**src/rtl/sram_arbiter.sv**
```systemverilog
// Two-requester round-robin arbiter that sequences single-word accesses to the s_ram block.
// Each grant runs IDLE -> ACCESS -> CAPTURE -> RESP; out-of-range addresses get an error ack and no strobe.
module sram_arbiter #(
    parameter int ADDR_SIZE = 10,
    parameter int WORD_SIZE = 8,
    parameter int MEM_SIZE  = 50
) (
    input  logic                 clk,
    input  logic                 rst,
    input  logic                 req_a,
    input  logic                 req_b,
    input  logic                 we_a,
    input  logic                 we_b,
    input  logic [ADDR_SIZE-1:0] addr_a,
    input  logic [ADDR_SIZE-1:0] addr_b,
    input  logic [WORD_SIZE-1:0] wdata_a,
    input  logic [WORD_SIZE-1:0] wdata_b,
    output logic                 ack_a,
    output logic                 ack_b,
    output logic [WORD_SIZE-1:0] rdata_a,
    output logic [WORD_SIZE-1:0] rdata_b,
    output logic                 err_a,
    output logic                 err_b,
    output logic [ADDR_SIZE-1:0] ram_addr,
    output logic [WORD_SIZE-1:0] ram_din,
    output logic                 ram_wr,
    output logic                 ram_cs,
    input  logic [WORD_SIZE-1:0] ram_dout,
    output logic                 busy
);
    typedef enum logic [1:0] {
        IDLE    = 2'd0,
        ACCESS  = 2'd1,
        CAPTURE = 2'd2,
        RESP    = 2'd3
    } state_t;

    state_t               state_q;
    logic                 last_b_q;   // 1 = B was served last, so A wins the next tie
    logic                 gnt_b_q;
    logic                 we_q;
    logic                 oor_q;
    logic [ADDR_SIZE-1:0] ram_addr_q;
    logic [WORD_SIZE-1:0] ram_din_q;
    logic                 ram_cs_q;
    logic                 ram_wr_q;
    logic                 ack_a_q;
    logic                 ack_b_q;
    logic                 err_a_q;
    logic                 err_b_q;
    logic [WORD_SIZE-1:0] rdata_a_q;
    logic [WORD_SIZE-1:0] rdata_b_q;

    logic                 pick_b_d;
    logic                 we_d;
    logic                 oor_d;
    logic [ADDR_SIZE-1:0] addr_d;
    logic [WORD_SIZE-1:0] wdata_d;
    logic [WORD_SIZE-1:0] cap_d;

    always_comb begin
        pick_b_d = req_b && (!req_a || !last_b_q);
        we_d     = pick_b_d ? we_b    : we_a;
        addr_d   = pick_b_d ? addr_b  : addr_a;
        wdata_d  = pick_b_d ? wdata_b : wdata_a;
        oor_d    = (addr_d >= ADDR_SIZE'(MEM_SIZE));
        cap_d    = oor_q ? '0 : ram_dout;
    end

    always_ff @(posedge clk) begin
        if (rst) begin
            state_q    <= IDLE;
            last_b_q   <= 1'b1;
            gnt_b_q    <= 1'b0;
            we_q       <= 1'b0;
            oor_q      <= 1'b0;
            ram_addr_q <= '0;
            ram_din_q  <= '0;
            ram_cs_q   <= 1'b0;
            ram_wr_q   <= 1'b0;
            ack_a_q    <= 1'b0;
            ack_b_q    <= 1'b0;
            err_a_q    <= 1'b0;
            err_b_q    <= 1'b0;
            rdata_a_q  <= '0;
            rdata_b_q  <= '0;
        end else begin
            case (state_q)
                IDLE: begin
                    if (req_a || req_b) begin
                        gnt_b_q    <= pick_b_d;
                        last_b_q   <= pick_b_d;
                        we_q       <= we_d;
                        oor_q      <= oor_d;
                        ram_addr_q <= addr_d;
                        ram_din_q  <= wdata_d;
                        ram_cs_q   <= !oor_d;
                        ram_wr_q   <= we_d && !oor_d;
                        state_q    <= ACCESS;
                    end
                end
                ACCESS: begin
                    ram_cs_q <= 1'b0;
                    ram_wr_q <= 1'b0;
                    state_q  <= CAPTURE;
                end
                CAPTURE: begin
                    // Writes leave the requester's read-data register untouched.
                    if (!we_q) begin
                        if (gnt_b_q) begin
                            rdata_b_q <= cap_d;
                        end else begin
                            rdata_a_q <= cap_d;
                        end
                    end
                    ack_a_q <= !gnt_b_q;
                    ack_b_q <= gnt_b_q;
                    err_a_q <= !gnt_b_q && oor_q;
                    err_b_q <= gnt_b_q && oor_q;
                    state_q <= RESP;
                end
                RESP: begin
                    ack_a_q <= 1'b0;
                    ack_b_q <= 1'b0;
                    err_a_q <= 1'b0;
                    err_b_q <= 1'b0;
                    state_q <= IDLE;
                end
                default: state_q <= IDLE;
            endcase
        end
    end

    assign ack_a    = ack_a_q;
    assign ack_b    = ack_b_q;
    assign err_a    = err_a_q;
    assign err_b    = err_b_q;
    assign rdata_a  = rdata_a_q;
    assign rdata_b  = rdata_b_q;
    assign ram_addr = ram_addr_q;
    assign ram_din  = ram_din_q;
    assign ram_cs   = ram_cs_q;
    assign ram_wr   = ram_wr_q;
    assign busy     = (state_q != IDLE);

endmodule

```
**config.mk**
```make
export PLATFORM = sky130hd
export DESIGN_NAME = sram_arbiter
export DESIGN_NICKNAME = d
export VERILOG_FILES = /design/src/rtl/sram_arbiter.sv
export SDC_FILE = /design/constraint.sdc
export NUM_CORES = 1
export LEC_CHECK = 0
export CAP_MARGIN = 20
export CORE_UTILIZATION = 41
export DETAILED_ROUTE_END_ITERATION = 7
export PLACE_DENSITY_LB_ADDON = 0.08
export SYNTH_ARGS = -nofsm -noshare
export SYNTH_HDL_FRONTEND = slang
export SYNTH_SLANG_ARGS = --single-unit
```
**constraint.sdc**
```tcl
create_clock -name clk -period 1.74 [get_ports clk]
set_input_delay 0.348 -clock clk [delete_from_list [all_inputs] [get_ports clk]]
set_output_delay 0.348 -clock clk [all_outputs]
set_load 0.005 [all_outputs]
```
# Word level (Yosys, flattened, before mapping)
# Cells that the tools add are included.
# Widths: inputs -> output; s select.
op_classes:
  n_reduce_logical: 18
  bitwise: 2
  n_eq_ne: 4
  n_mux: 14
  magnitude_cmp: 1
op_table:
  columns: ["operator", "n"]
  rows:
  - ["$mux 8", 2]
  - ["$pmux 1 s2", 6]
  - ["$ge 10x6->1 const B", 1]
  - ["$mux 10", 1]
  - ["$pmux 2 s4", 1]
  - ["$reduce_and 3->1", 2]
  - ["$reduce_bool 2->1", 3]
  - ["$eq 2x2->1 const B", 2]
  - ["$logic_and 1x1->1", 4]
  - ["$logic_not 1->1", 4]
  - ["$reduce_and 2->1", 2]
  - ["$mux 1", 3]
  - ["$eq 2x1->1 const B", 1]
  - ["$logic_not 2->1", 1]
  - ["$logic_or 1x1->1", 2]
  - ["$mux 2", 1]
  - ["$ne 2x2->1 const B", 1]
  - ["$not 1->1", 2]
word_totals:
  output_inout_bits: 41
  inputBits: 50
  register_bits: 46
  word_cells: 54

# Logic depth before layout (Yosys ltp)
depth:
  depth_word: 9
  depth_mapped: 8
  ltp_nobuf: 6

# Worst setup path after synthesis
# OpenSTA, ideal clock, no wires.
synth_path:
  path_kind: "register to register"
  from: "register state_q[0]"
  to: "register ram_wr_q, in the netlist ram_wr"
  required_ns: 1.656
  n_path_buf: 1
  stages_incl_launch_ff: 8
  setup_time_ns: 0.084
  arrival_ns: 1.406
  slack_ns: 0.250
  synth_period_minus_slack_ns: 1.490
  cell_sequence: "dfxtp_1 -> inv_1 -> ha_1 -> buf_2 -> or3b_2 -> o21ai_0 -> nand3b_1 -> o31ai_2"
synth_via:
  elab_chain_cells: 3
  elab_cells_between_ends: 6
  classes_between: "2 x eq/ne; 1 x mux; 3 x reduce/logical"
synth_lines:
  columns: ["item", "line_no", "text"]
  rows:
  - ["from (decl)", "38", "state_t state_q;"]
  - ["from (signal assigned)", "72", "state_q <= IDLE;"]
  - ["from (signal assigned)", "99", "state_q <= ACCESS;"]
  - ["from (signal assigned)", "105", "state_q <= CAPTURE;"]
  - ["$eq 2x1->1 / $logic_not 2->1 (equally long branches)", "88", "case (state_q)"]
  - ["$reduce_bool 2->1 (no source line) / $ne 2x2->1 (equally long branches)", null, null]
  - ["$reduce_and 2->1 (no source line)", null, null]
  - ["to (signal assigned)", "98", "ram_wr_q <= we_d && !oor_d;"]
  - ["to (decl)", "46", "logic ram_wr_q;"]
# Parallel ways exist; a longest one is shown, timed or not.
# A chain may end at the register's enable or synchronous reset.

# Final worst setup path
layout_path:
  from: "register state_q[0]"
  to: "output port busy"
layout_via:
  elab_chain_cells: 1
layout_lines:
  columns: ["item", "line_no", "text"]
  rows:
  - ["$reduce_bool 2->1", "144", "assign busy = (state_q != IDLE);"]
  - ["to (decl)", "29", "output logic busy"]
# Every way passes these cells.

==> flow_metrics.env <==
export IMPL_outcome="completed"
export IMPL_postCtsSetupRepairBufs=0
export IMPL_synth_cell_types=34
export IMPL_cp_arrival_ns=1.26
export IMPL_critPathLaunchType="flip-flop"
export IMPL_fin_crit_ns=1.61
export IMPL_path_delay_family="buffers and inverters"
export IMPL_timing_final_ws_setup_ns=0.127
export IMPL_power_mw=3.84
export IMPL_coreArea_sq_um=4750
export IMPL_ys_ff_latch=46
export IMPL_cts_hold_buf=0
export IMPL_h_tree_depth=2
export IMPL_rsz0062_at_grt="false"
export IMPL_syn_nets=281
export IMPL_yosysWarnings=0
export IMPL_max_cap_violations=0
export IMPL_maxSlewViolCount=0
export IMPL_worst_ir_drop_vdd_uv=690
export IMPL_io_buffers=90
export IMPL_multi_input_area_sq_um=1020
export IMPL_synth_simple_area_share_pct=19.9
export IMPL_synthTopCellsByArea="dfxtp_1 (45%), mux2i_1 (10%), a211oi_1 (7.0%), nand2_1 (6.1%), nor2_1 (4.6%)"
export IMPL_cts_root_buf="clkbuf_8"
export IMPL_crit_buf_inv=3
export IMPL_synth_top_area_share_pct=45.2
export IMPL_drtIter0Drc=99
export IMPL_cts_tree="built"
export IMPL_start_util_pct=42.8
export IMPL_synth_most_common_cell="dfxtp_1"
export IMPL_routed_via_density=4.88
export IMPL_worstMarginPinSlew_ns=0.516
export IMPL_async_flop_share_pct=0
export IMPL_nFillCells=432
export IMPL_max_clock_path_buffers=2
export IMPL_drive_gt1_share_pct=9.94
export IMPL_synth_area_sq_um=2040
export IMPL_syn_inst=227
export IMPL_path_clk_slew_ns=0.09
export IMPL_critical_path_required_ns=1.39
export IMPL_synthTopCellsByCount="dfxtp_1 (46), nand2_1 (33), nor2_1 (25)"
export IMPL_ant_nets=0
export IMPL_post_dp_hpwl_um=3680
export IMPL_crit_slowest_cell="dfxtp_2"
export IMPL_num_nets_final=375
export IMPL_vias=1900
export IMPL_grt_first_pass_wirelength_um=8420
export IMPL_core_rowCount=25
export IMPL_die_area_sq_um=5250
export IMPL_synth_xor_area_share_pct=0
export IMPL_finalHoldViolCount=0
export IMPL_finalClockSkew_ns=0.00671
export IMPL_dr_pass1_iters=4
export IMPL_p_leak_nw=1.18
export IMPL_wl_per_cell_um=12.6
export IMPL_cpPeakStageDelay_ns=0.35
export IMPL_slew_headroom_pct=65.5
export IMPL_fmax_mhz=620
export IMPL_synthMuxAreaShare_pct=10.3
export IMPL_area_growth_pct=57.3
export IMPL_seqCellArea_sq_um=923
export IMPL_clk_latency_ns=0.30
export IMPL_crit_chain="inv_1 > ha_1 > inv_1 > dlygate4sd2_1"
export IMPL_ys_seq_area_share_pct=45.2
export IMPL_setup_worst_path_class="flip-flop to output pin"
export IMPL_cts_buffers=5
export IMPL_min_path_type="flip-flop to flip-flop"
export IMPL_wirelength_um=4910
export IMPL_die_w_um=72.5
export IMPL_p_per_area_nw_per_um2=1200
export IMPL_grt_max_degree=31
export IMPL_post_place_ws_ns=-0.141
export IMPL_yosys_area_share_adder_pct=2.46
export IMPL_crit_path_end_kind="output pin"
export IMPL_ys_flop_type="dfxtp_1"
export IMPL_cp_max_fo=3
export IMPL_io_pins=91
export IMPL_antenna_cells=0
export IMPL_routabilityCongestion=0.752
export IMPL_synth_compound_area_share_pct=17.2
export IMPL_die_h_um=72.5
export IMPL_overflow=0
export IMPL_synth_avg_cell_area_sq_um=8.97
export IMPL_clkSinkCount=46
export IMPL_grt_antenna_before_repair=0
export IMPL_setup_viol=0
export IMPL_synth_top_family_by_area="simple AND/OR/NAND/NOR gates"
export IMPL_drc_errors=0
export IMPL_yosysTopAreaCell="dfxtp_1"
export IMPL_grt_usage_pct=20.5
export IMPL_grt_pass1_vias=1853
export IMPL_fin_crit_sh_pct=92.7
export IMPL_synth_edff_count=0
export IMPL_cp_common_cell="inv_1"
-- per-stage QoR --
stage          area (sq um)  hold slack (ns)  utilization, %  TNS (ns)  cells
2_1_floorplan          2040            0.453               -         0    227
3_3_place_gp           3090            0.441            65.0    -0.758    381
3_5_place_dp           3090            0.446            65.0     -1.30    381
4_1_cts                3200            0.458            67.3         0    389
5_1_grt                3200            0.483            67.3         0    389
6_report               3200            0.456            67.3         0    389
-- cells in the final DEF (no fill, tap or decap), types with 2 or more instances in the layout --
master | netlist | routed
clkdlybuf4s50_1 | 0 | 89
dfxtp_1 | 46 | 44
nand2_1 | 33 | 33
nor2_1 | 25 | 24
mux2i_1 | 21 | 21
a211oi_1 | 19 | 19
a21oi_1 | 18 | 18
nor2b_1 | 10 | 10
buf_4 | 0 | 10
clkbuf_8 | 0 | 5
ha_1 | 4 | 4
buf_12 | 0 | 4
inv_1 | 3 | 3
nand3b_1 | 3 | 3
a31oi_1 | 3 | 3
o21ai_0 | 3 | 3
nor3_1 | 3 | 3
or3b_2 | 2 | 2
dfxtp_2 | 0 | 2
-- logic make-up after synthesis --
kind of cell | Yosys count
AOI/OAI and AO/OA | 51
adders and majority gates | 4
buffers and inverters | 20
DFF | 46
muxes | 21
and+or+nand+nor | 85
-- power breakdown --
part           leakage, nW  total [mW]  switching [mW]  internal [mW]
Combinational        0.753        1.58           0.697          0.880
Clock               0.0514       0.790           0.361          0.429
Sequential           0.378        1.48           0.175           1.30
Total                 1.18        3.84            1.23           2.61
-- metal layers --
metal | part of all wire (%) | GRT usage, % | up-vias
met3 | 8.1 | 6.81 | 6
met4 | 1.4 | 7.19 | 0
met5 | 0 | 0 | -
met2 | 47 | 33.4 | 67
li1 | - | - | 985
met1 | 43 | 25.3 | 842
-- what timing repair did --
action                                 in CTS  in global routing
gates resized for setup                     3                  0
endpoints found under the hold margin       0                  0
setup endpoints to repair                   1                  0
-- flip-flops by register name, indices dropped and copies added (netlist names), 2 cells and up --
name,cells
ram_din,8
rdata_b,8
state_q,2
rdata_a,8
ram_addr,10
-- area by class of cell --
| type | count | area share, % |
|---|---|---|
| Clock buffer | 6 | 2.27 |
| Clock inverter | 2 | 1.17 |
| Inverter | 3 | 0.352 |
| Multi-Input combinational cell | 161 | 31.8 |
| Sequential cell | 46 | 28.8 |
| Tap cell | 67 | 2.62 |
| Timing Repair Buffer | 104 | 32.9 |
-- worst paths after layout --
path,slack (ns),to,cells past startpoint,startpoint
hold / removal,0.46,rdata_b[6],2,rdata_b[6]
setup reg to reg,0.17,ram_wr,6,state_q[0]
setup / recovery,0.13,busy,4,state_q[0]
hold reg to reg,0.46,rdata_b[6],2,rdata_b[6]
-- worst min-delay path, stage by stage, from the launching register on --
cell and delay (ns):
dfxtp_1 0.31, nand2_1 0.05, a21oi_1 0.05
Power figures use the tool's default switching activity.
